[src/rtl/pcie_tx_arb_pkg.sv]
// Shared types and encodings for the PCIe transmit arbiter: FSM states,
// source identifiers and the grant_id status encodings.
package pcie_tx_arb_pkg;

    typedef enum logic [1:0] {
        IDLE   = 2'd0,
        GRANT0 = 2'd1,
        GRANT1 = 2'd2
    } arb_state_t;

    localparam logic SRC_PIO = 1'b0;
    localparam logic SRC_INJ = 1'b1;

    localparam logic [1:0] GID_IDLE = 2'd0;
    localparam logic [1:0] GID_SRC0 = 2'd1;
    localparam logic [1:0] GID_SRC1 = 2'd2;

    function automatic logic [1:0] grant_id_of(input arb_state_t st);
        logic [1:0] gid_s;
        case (st)
            GRANT0:  gid_s = GID_SRC0;
            GRANT1:  gid_s = GID_SRC1;
            default: gid_s = GID_IDLE;
        endcase
        return gid_s;
    endfunction

endpackage

[src/rtl/pcie_tx_arbiter.sv]
// Whole-TLP round-robin arbiter sharing the PCIe core TX AXI4-Stream port
// between the PIO completion engine (source 0) and the inject path (source 1).
module pcie_tx_arbiter
    import pcie_tx_arb_pkg::*;
#(
    parameter int C_DATA_WIDTH = 64,
    parameter int KEEP_WIDTH   = C_DATA_WIDTH / 8,
    parameter int CNT_WIDTH    = 16
) (
    input  logic                    pcie_clk,
    input  logic                    pcie_rst,
    input  logic                    s0_req,
    output logic                    s0_ack,
    input  logic                    s0_tvalid,
    input  logic                    s0_tlast,
    output logic                    s0_tready,
    input  logic [C_DATA_WIDTH-1:0] s0_tdata,
    input  logic [KEEP_WIDTH-1:0]   s0_tkeep,
    input  logic [3:0]              s0_tuser,
    input  logic                    s1_tvalid,
    input  logic                    s1_tlast,
    output logic                    s1_tready,
    input  logic [C_DATA_WIDTH-1:0] s1_tdata,
    input  logic [KEEP_WIDTH-1:0]   s1_tkeep,
    input  logic [3:0]              s1_tuser,
    output logic                    m_tvalid,
    output logic                    m_tlast,
    input  logic                    m_tready,
    output logic [C_DATA_WIDTH-1:0] m_tdata,
    output logic [KEEP_WIDTH-1:0]   m_tkeep,
    output logic [3:0]              m_tuser,
    output logic [1:0]              grant_id,
    output logic [CNT_WIDTH-1:0]    pkt_cnt0,
    output logic [CNT_WIDTH-1:0]    pkt_cnt1
);

    localparam logic [CNT_WIDTH-1:0] CNT_ONE = {{(CNT_WIDTH-1){1'b0}}, 1'b1};

    arb_state_t             state_r;
    arb_state_t             state_s;
    logic                   last_r;
    logic [CNT_WIDTH-1:0]   cnt0_r;
    logic [CNT_WIDTH-1:0]   cnt1_r;
    logic                   eop_s;

    // Next-state selection and the zero-latency datapath mux.
    always_comb begin
        state_s   = state_r;
        m_tvalid  = 1'b0;
        m_tlast   = 1'b0;
        m_tdata   = '0;
        m_tkeep   = '0;
        m_tuser   = 4'd0;
        s0_tready = 1'b0;
        s1_tready = 1'b0;
        case (state_r)
            IDLE: begin
                // On a tie the source not served last wins.
                if (s0_req && s1_tvalid) begin
                    state_s = (last_r == SRC_PIO) ? GRANT1 : GRANT0;
                end else if (s0_req) begin
                    state_s = GRANT0;
                end else if (s1_tvalid) begin
                    state_s = GRANT1;
                end else begin
                    state_s = IDLE;
                end
            end
            GRANT0: begin
                m_tvalid  = s0_tvalid;
                m_tlast   = s0_tlast;
                m_tdata   = s0_tdata;
                m_tkeep   = s0_tkeep;
                m_tuser   = s0_tuser;
                s0_tready = m_tready;
                if (s0_tvalid && m_tready && s0_tlast) begin
                    state_s = IDLE;
                end else begin
                    state_s = GRANT0;
                end
            end
            GRANT1: begin
                m_tvalid  = s1_tvalid;
                m_tlast   = s1_tlast;
                m_tdata   = s1_tdata;
                m_tkeep   = s1_tkeep;
                m_tuser   = s1_tuser;
                s1_tready = m_tready;
                if (s1_tvalid && m_tready && s1_tlast) begin
                    state_s = IDLE;
                end else begin
                    state_s = GRANT1;
                end
            end
            default: begin
                state_s = IDLE;
            end
        endcase
    end

    assign eop_s = m_tvalid & m_tready & m_tlast;

    // State, round-robin history and per-source packet counters.
    always_ff @(posedge pcie_clk) begin
        if (pcie_rst) begin
            state_r <= IDLE;
            last_r  <= SRC_INJ;
            cnt0_r  <= '0;
            cnt1_r  <= '0;
        end else begin
            state_r <= state_s;
            if (eop_s && (state_r == GRANT0)) begin
                last_r <= SRC_PIO;
                cnt0_r <= cnt0_r + CNT_ONE;
            end else if (eop_s && (state_r == GRANT1)) begin
                last_r <= SRC_INJ;
                cnt1_r <= cnt1_r + CNT_ONE;
            end else begin
                last_r <= last_r;
            end
        end
    end

    assign s0_ack   = (state_r == GRANT0);
    assign grant_id = grant_id_of(state_r);
    assign pkt_cnt0 = cnt0_r;
    assign pkt_cnt1 = cnt1_r;

endmodule

[config.mk]
export PLATFORM = sky130hd
export DESIGN_NAME = pcie_tx_arbiter
export DESIGN_NICKNAME = d
export VERILOG_FILES = /design/src/rtl/pcie_tx_arb_pkg.sv /design/src/rtl/pcie_tx_arbiter.sv
export SDC_FILE = /design/constraint.sdc
export NUM_CORES = 1
export LEC_CHECK = 0
export ABC_AREA = 1
export BUFFER_PORTS_ARGS = -buffer_cell sky130_fd_sc_hd__clkbuf_2
export CAP_MARGIN = 20
export CORE_AREA = 5 5 103 105
export CTS_CLUSTER_SIZE = 16
export DETAILED_ROUTE_END_ITERATION = 7
export DIE_AREA = 0 0 108 110
export PLACE_DENSITY = 0.83
export SYNTH_ARGS = -nofsm -noshare
export SYNTH_HDL_FRONTEND = slang
export SYNTH_SLANG_ARGS = --single-unit
[constraint.sdc]
create_clock -name pcie_clk -period 2.1 [get_ports pcie_clk]
set_input_delay 0.21 -clock pcie_clk [delete_from_list [all_inputs] [get_ports pcie_clk]]
set_output_delay 0.21 -clock pcie_clk [all_outputs]
set_load 0.005 [all_outputs]
# After elaboration in Yosys (flattened, before gate mapping)
# Cells that the tools add are included.
# word_totals
regBits	35
in_bits	160
wordCells	38
# op_classes
add_sub_neg	2
n_eq_ne	2
n_mux	17
n_bitwise	3
reduce_logical	10
# ops
cell	count
$pmux 64 s2	1
$add 16x1->16 const B	2
$pmux 8 s2	1
$mux 2	5
$pmux 4 s2	1
$logic_and 1x1->1	7
$pmux 2 s3	1
$mux 1	5
$pmux 1 s2	2
$pmux 2 s2	1
$and 1x1->1	2
$eq 2x1->1 const B	1
$eq 2x2->1 const B	1
$logic_not 2->1	1
$reduce_and 2->1	1
$reduce_bool 2->1	1
$not 1->1	1

# Longest topological paths before layout
# depth
ltp_word	7
ltp_mapped	13

# Least setup slack after synthesis
# OpenSTA, ideal clock, no wires.
# synth_path
path_kind	reg-to-output
from	reg state_r[0]
to	out m_tdata[0]
arrival_time_ns	1.485
required_time_ns	1.890
slack_ns	0.405
path_stages_with_launch	8
n_path_buf	3
path_cell_list	dfxtp_1 -> inv_1 -> ha_1 -> buf_4 -> clkbuf_1 -> buf_1 -> nand2_1 -> a21oi_1
# synth_via
elab_chain_len	2
word_cells_on_any_way	3
# synth_rtl
element	line	source
start: declaration	pcie_tx_arbiter.sv:39	arb_state_t state_r;
start signal: assignment	pcie_tx_arbiter.sv:111	state_r <= state_s;
$eq 2x2->1 / $eq 2x1->1 (equally long branches)	pcie_tx_arbiter.sv:56	case (state_r)
$pmux 64 s2 *	pcie_tx_arbiter.sv:56	
end: declaration	pcie_tx_arbiter.sv:29	output logic [C_DATA_WIDTH-1:0] m_tdata,
# Every way passes the cells marked *; elsewhere a longest branch is shown, timed or not.

# Final worst setup path
# layout_path
from	reg state_r[0]
to	out m_tdata[30]
# The elaborated chain is that of the path after synthesis.

==> flow_summary.json <==
{
  "layout-drive-gt1-share": 0.362,
  "crit_fanout": 40,
  "crit_required_ps": 1890,
  "ir_worst_vdd_v": 0.000292,
  "drt_iter0_drc": 228,
  "start_util": 0.339,
  "io_pins": 275,
  "power_density_nw_per_um2": 384,
  "hold_path_depth": 2,
  "antenna_found_initial": 3,
  "overflow": 0,
  "synth_seq_cells": 35,
  "netlist_instances": 593,
  "cts_max_level": 2,
  "stdcell_count": 983,
  "insertion_delay_ps": 290,
  "dr.pass1.iters": 4,
  "worst_setup_path_end_kind": "output pin",
  "die_area_um2": 11900,
  "ys.flop_type": "dfxtp_1",
  "yosys_warnings": 0,
  "hold_viol_final": 0,
  "die_h_um": 110,
  "relSlewSlack": 0.744,
  "rsz0062_at_grt": "yes",
  "synth_fp_nets": 761,
  "clk_pin_slew_ps": 70,
  "async_reset_ff_frac": 0,
  "drv_cap": 0,
  "slew_violations": 0,
  "hold_class": "primary input to flip-flop",
  "grt_pass1_wl_mm": 20.9,
  "finalCriticalPeriod_ps": 2030,
  "fmax_mhz": 493,
  "fill_cells": 1044,
  "cp-start-kind": "flip-flop",
  "vias_per_cell": 4.72,
  "cts.path.max_buffers": 2,
  "hpwl_mm": 11.3,
  "cp.arrival_ps": 1820,
  "power.leakage_uw": 0.00228,
  "route.detailed.drc": 0,
  "cts_tree": "yes",
  "finalNetCount": 1016,
  "setup_viol_count_final": 0,
  "grt_max_degree": 54,
  "synthToLayoutAreaGrowth_pct": 48.5,
  "cts_sinks": 35,
  "mostFrequentLayoutCell": "clkbuf_2",
  "status": "completed",
  "ant_nets": 0,
  "critPathKind": "flip-flop to output pin",
  "cts_root_buf": "clkbuf_8",
  "layout_common_cells": "clkbuf_2 (274), nand2_1 (273), a21oi_1 (98)",
  "seq_area_um2": 701,
  "die_w_um": 108,
  "fin_worst_skew_ps": 7.23,
  "ctsHoldBuffers": 0,
  "synth-edff-count": 0,
  "wl_per_cell_um": 13.9,
  "reg2regPathDepth": 8,
  "port_buffers": 274,
  "ys_seq_area_frac": 0.217,
  "cts_resized": 0,
  "num_vias": 4641,
  "yosysUniqueCellTypes": 28,
  "core-area_um2": 9550,
  "cts_buffers": 5,
  "cts_setup_buffers": 0,
  "numPlacedInstances": 974,
  "grt_pass1_vias": 4291,
  "grt_usage": 0.220,
  "syn_avg_cell_area_um2": 5.45,
  "finalCritPeriodShare": 0.965,
  "multi_input_area_um2": 2240,
  "finalWirelength_mm": 13.7,
  "netlist_area_um2": 3230,
  "globalplace.congestion": 0.937,
  "placementRows": 36,
  "finalInstanceArea_um2": 4800,
  "placed_area_um2": 4690,
  "tightestPinTransition_ps": 384
}
[power by group]
group | internal [uW] | switching [uW]
Combinational | 265 | 360
Sequential | 667 | 4.07
Clock | 298 | 249
Total | 1230 | 614
[worst max-delay path, cell delays in order (launching register included)]
cell	delay, ps
dfxtp_1	340
inv_1	110
ha_2	210
buf_4	360
nand2_1	110
a21oi_1	230
clkbuf_2	160
[final cells by class]
type	instances	area share
timing repair buffer	282	0.303
sequential	35	0.146
tap	133	0.0347
inverter	32	0.0266
clock inverter	1	0.00156
multi-input combinational	492	0.467
antenna	1	0.000521
clock buffer	7	0.0201
[routing by layer]
metal,vias up,GRT usage,part of all wire
li1,2404,-,-
met1,2024,0.270,0.40
met2,184,0.372,0.48
met3,25,0.0629,0.093
met4,4,0.0712,0.021
met5,-,0,0.0015
[metrics by stage]
step / utilization / hold slack, ps / setup slack (ps) / TNS (ps) / power [uW]
floorplan: - / 365 / 405 / 0 / 987
global placement: 0.491 / 496 / 334 / 0 / 1310
detailed placement: 0.491 / 488 / 236 / 0 / 1310
CTS: 0.502 / 192 / 32.9 / 0 / 1860
global route: 0.503 / 227 / -30.7 / -112 / 1960
finish: 0.503 / 211 / 73.3 / 0 / 1840
[final timing paths]
path / from / endpoint / slack, ps
max: state_r[0] / m_tdata[30] / 70
min: pcie_rst / pkt_cnt0[2] / 210
max reg2reg: state_r[0] / pkt_cnt1[4] / 190
min reg2reg: pkt_cnt1[15] / pkt_cnt1[15] / 500
[cell families after synthesis]
group                      after synthesis  synth area share
AOI/OAI and AO/OA                      111             0.178
adders and majority gates                8            0.0309
buffers and inverters                   66            0.0909
and+or+nand+nor                        363             0.456
xor gates and xnor gates                10            0.0271
DFF                                     35             0.217
[sequential cells by signal, indices dropped and copies added (netlist names)]
register / count
last_r: 1
pkt_cnt0: 16
pkt_cnt1: 16
state_r: 2
[cells in the mapped netlist (2+ instances only)]
cell type,count,area (um2)
nand3_1,24,120
nor3b_1,2,15.0
clkbuf_1,20,75.1
nor3_1,2,10.0
dfxtp_1,35,701
xnor2_1,4,35.0
ha_1,8,100
inv_2,2,7.51
a21oi_2,5,43.8
nand2_1,273,1020
or2_2,2,12.5
nand4_1,10,62.6
buf_1,6,22.5
nand2_2,2,12.5
nor2_1,45,169
buf_6,3,33.8
a21oi_1,98,490
inv_1,29,109
buf_2,3,15.0
xor2_1,6,52.6
o21ai_0,7,35.0
Note: power is estimated with default switching activity, not from simulation.
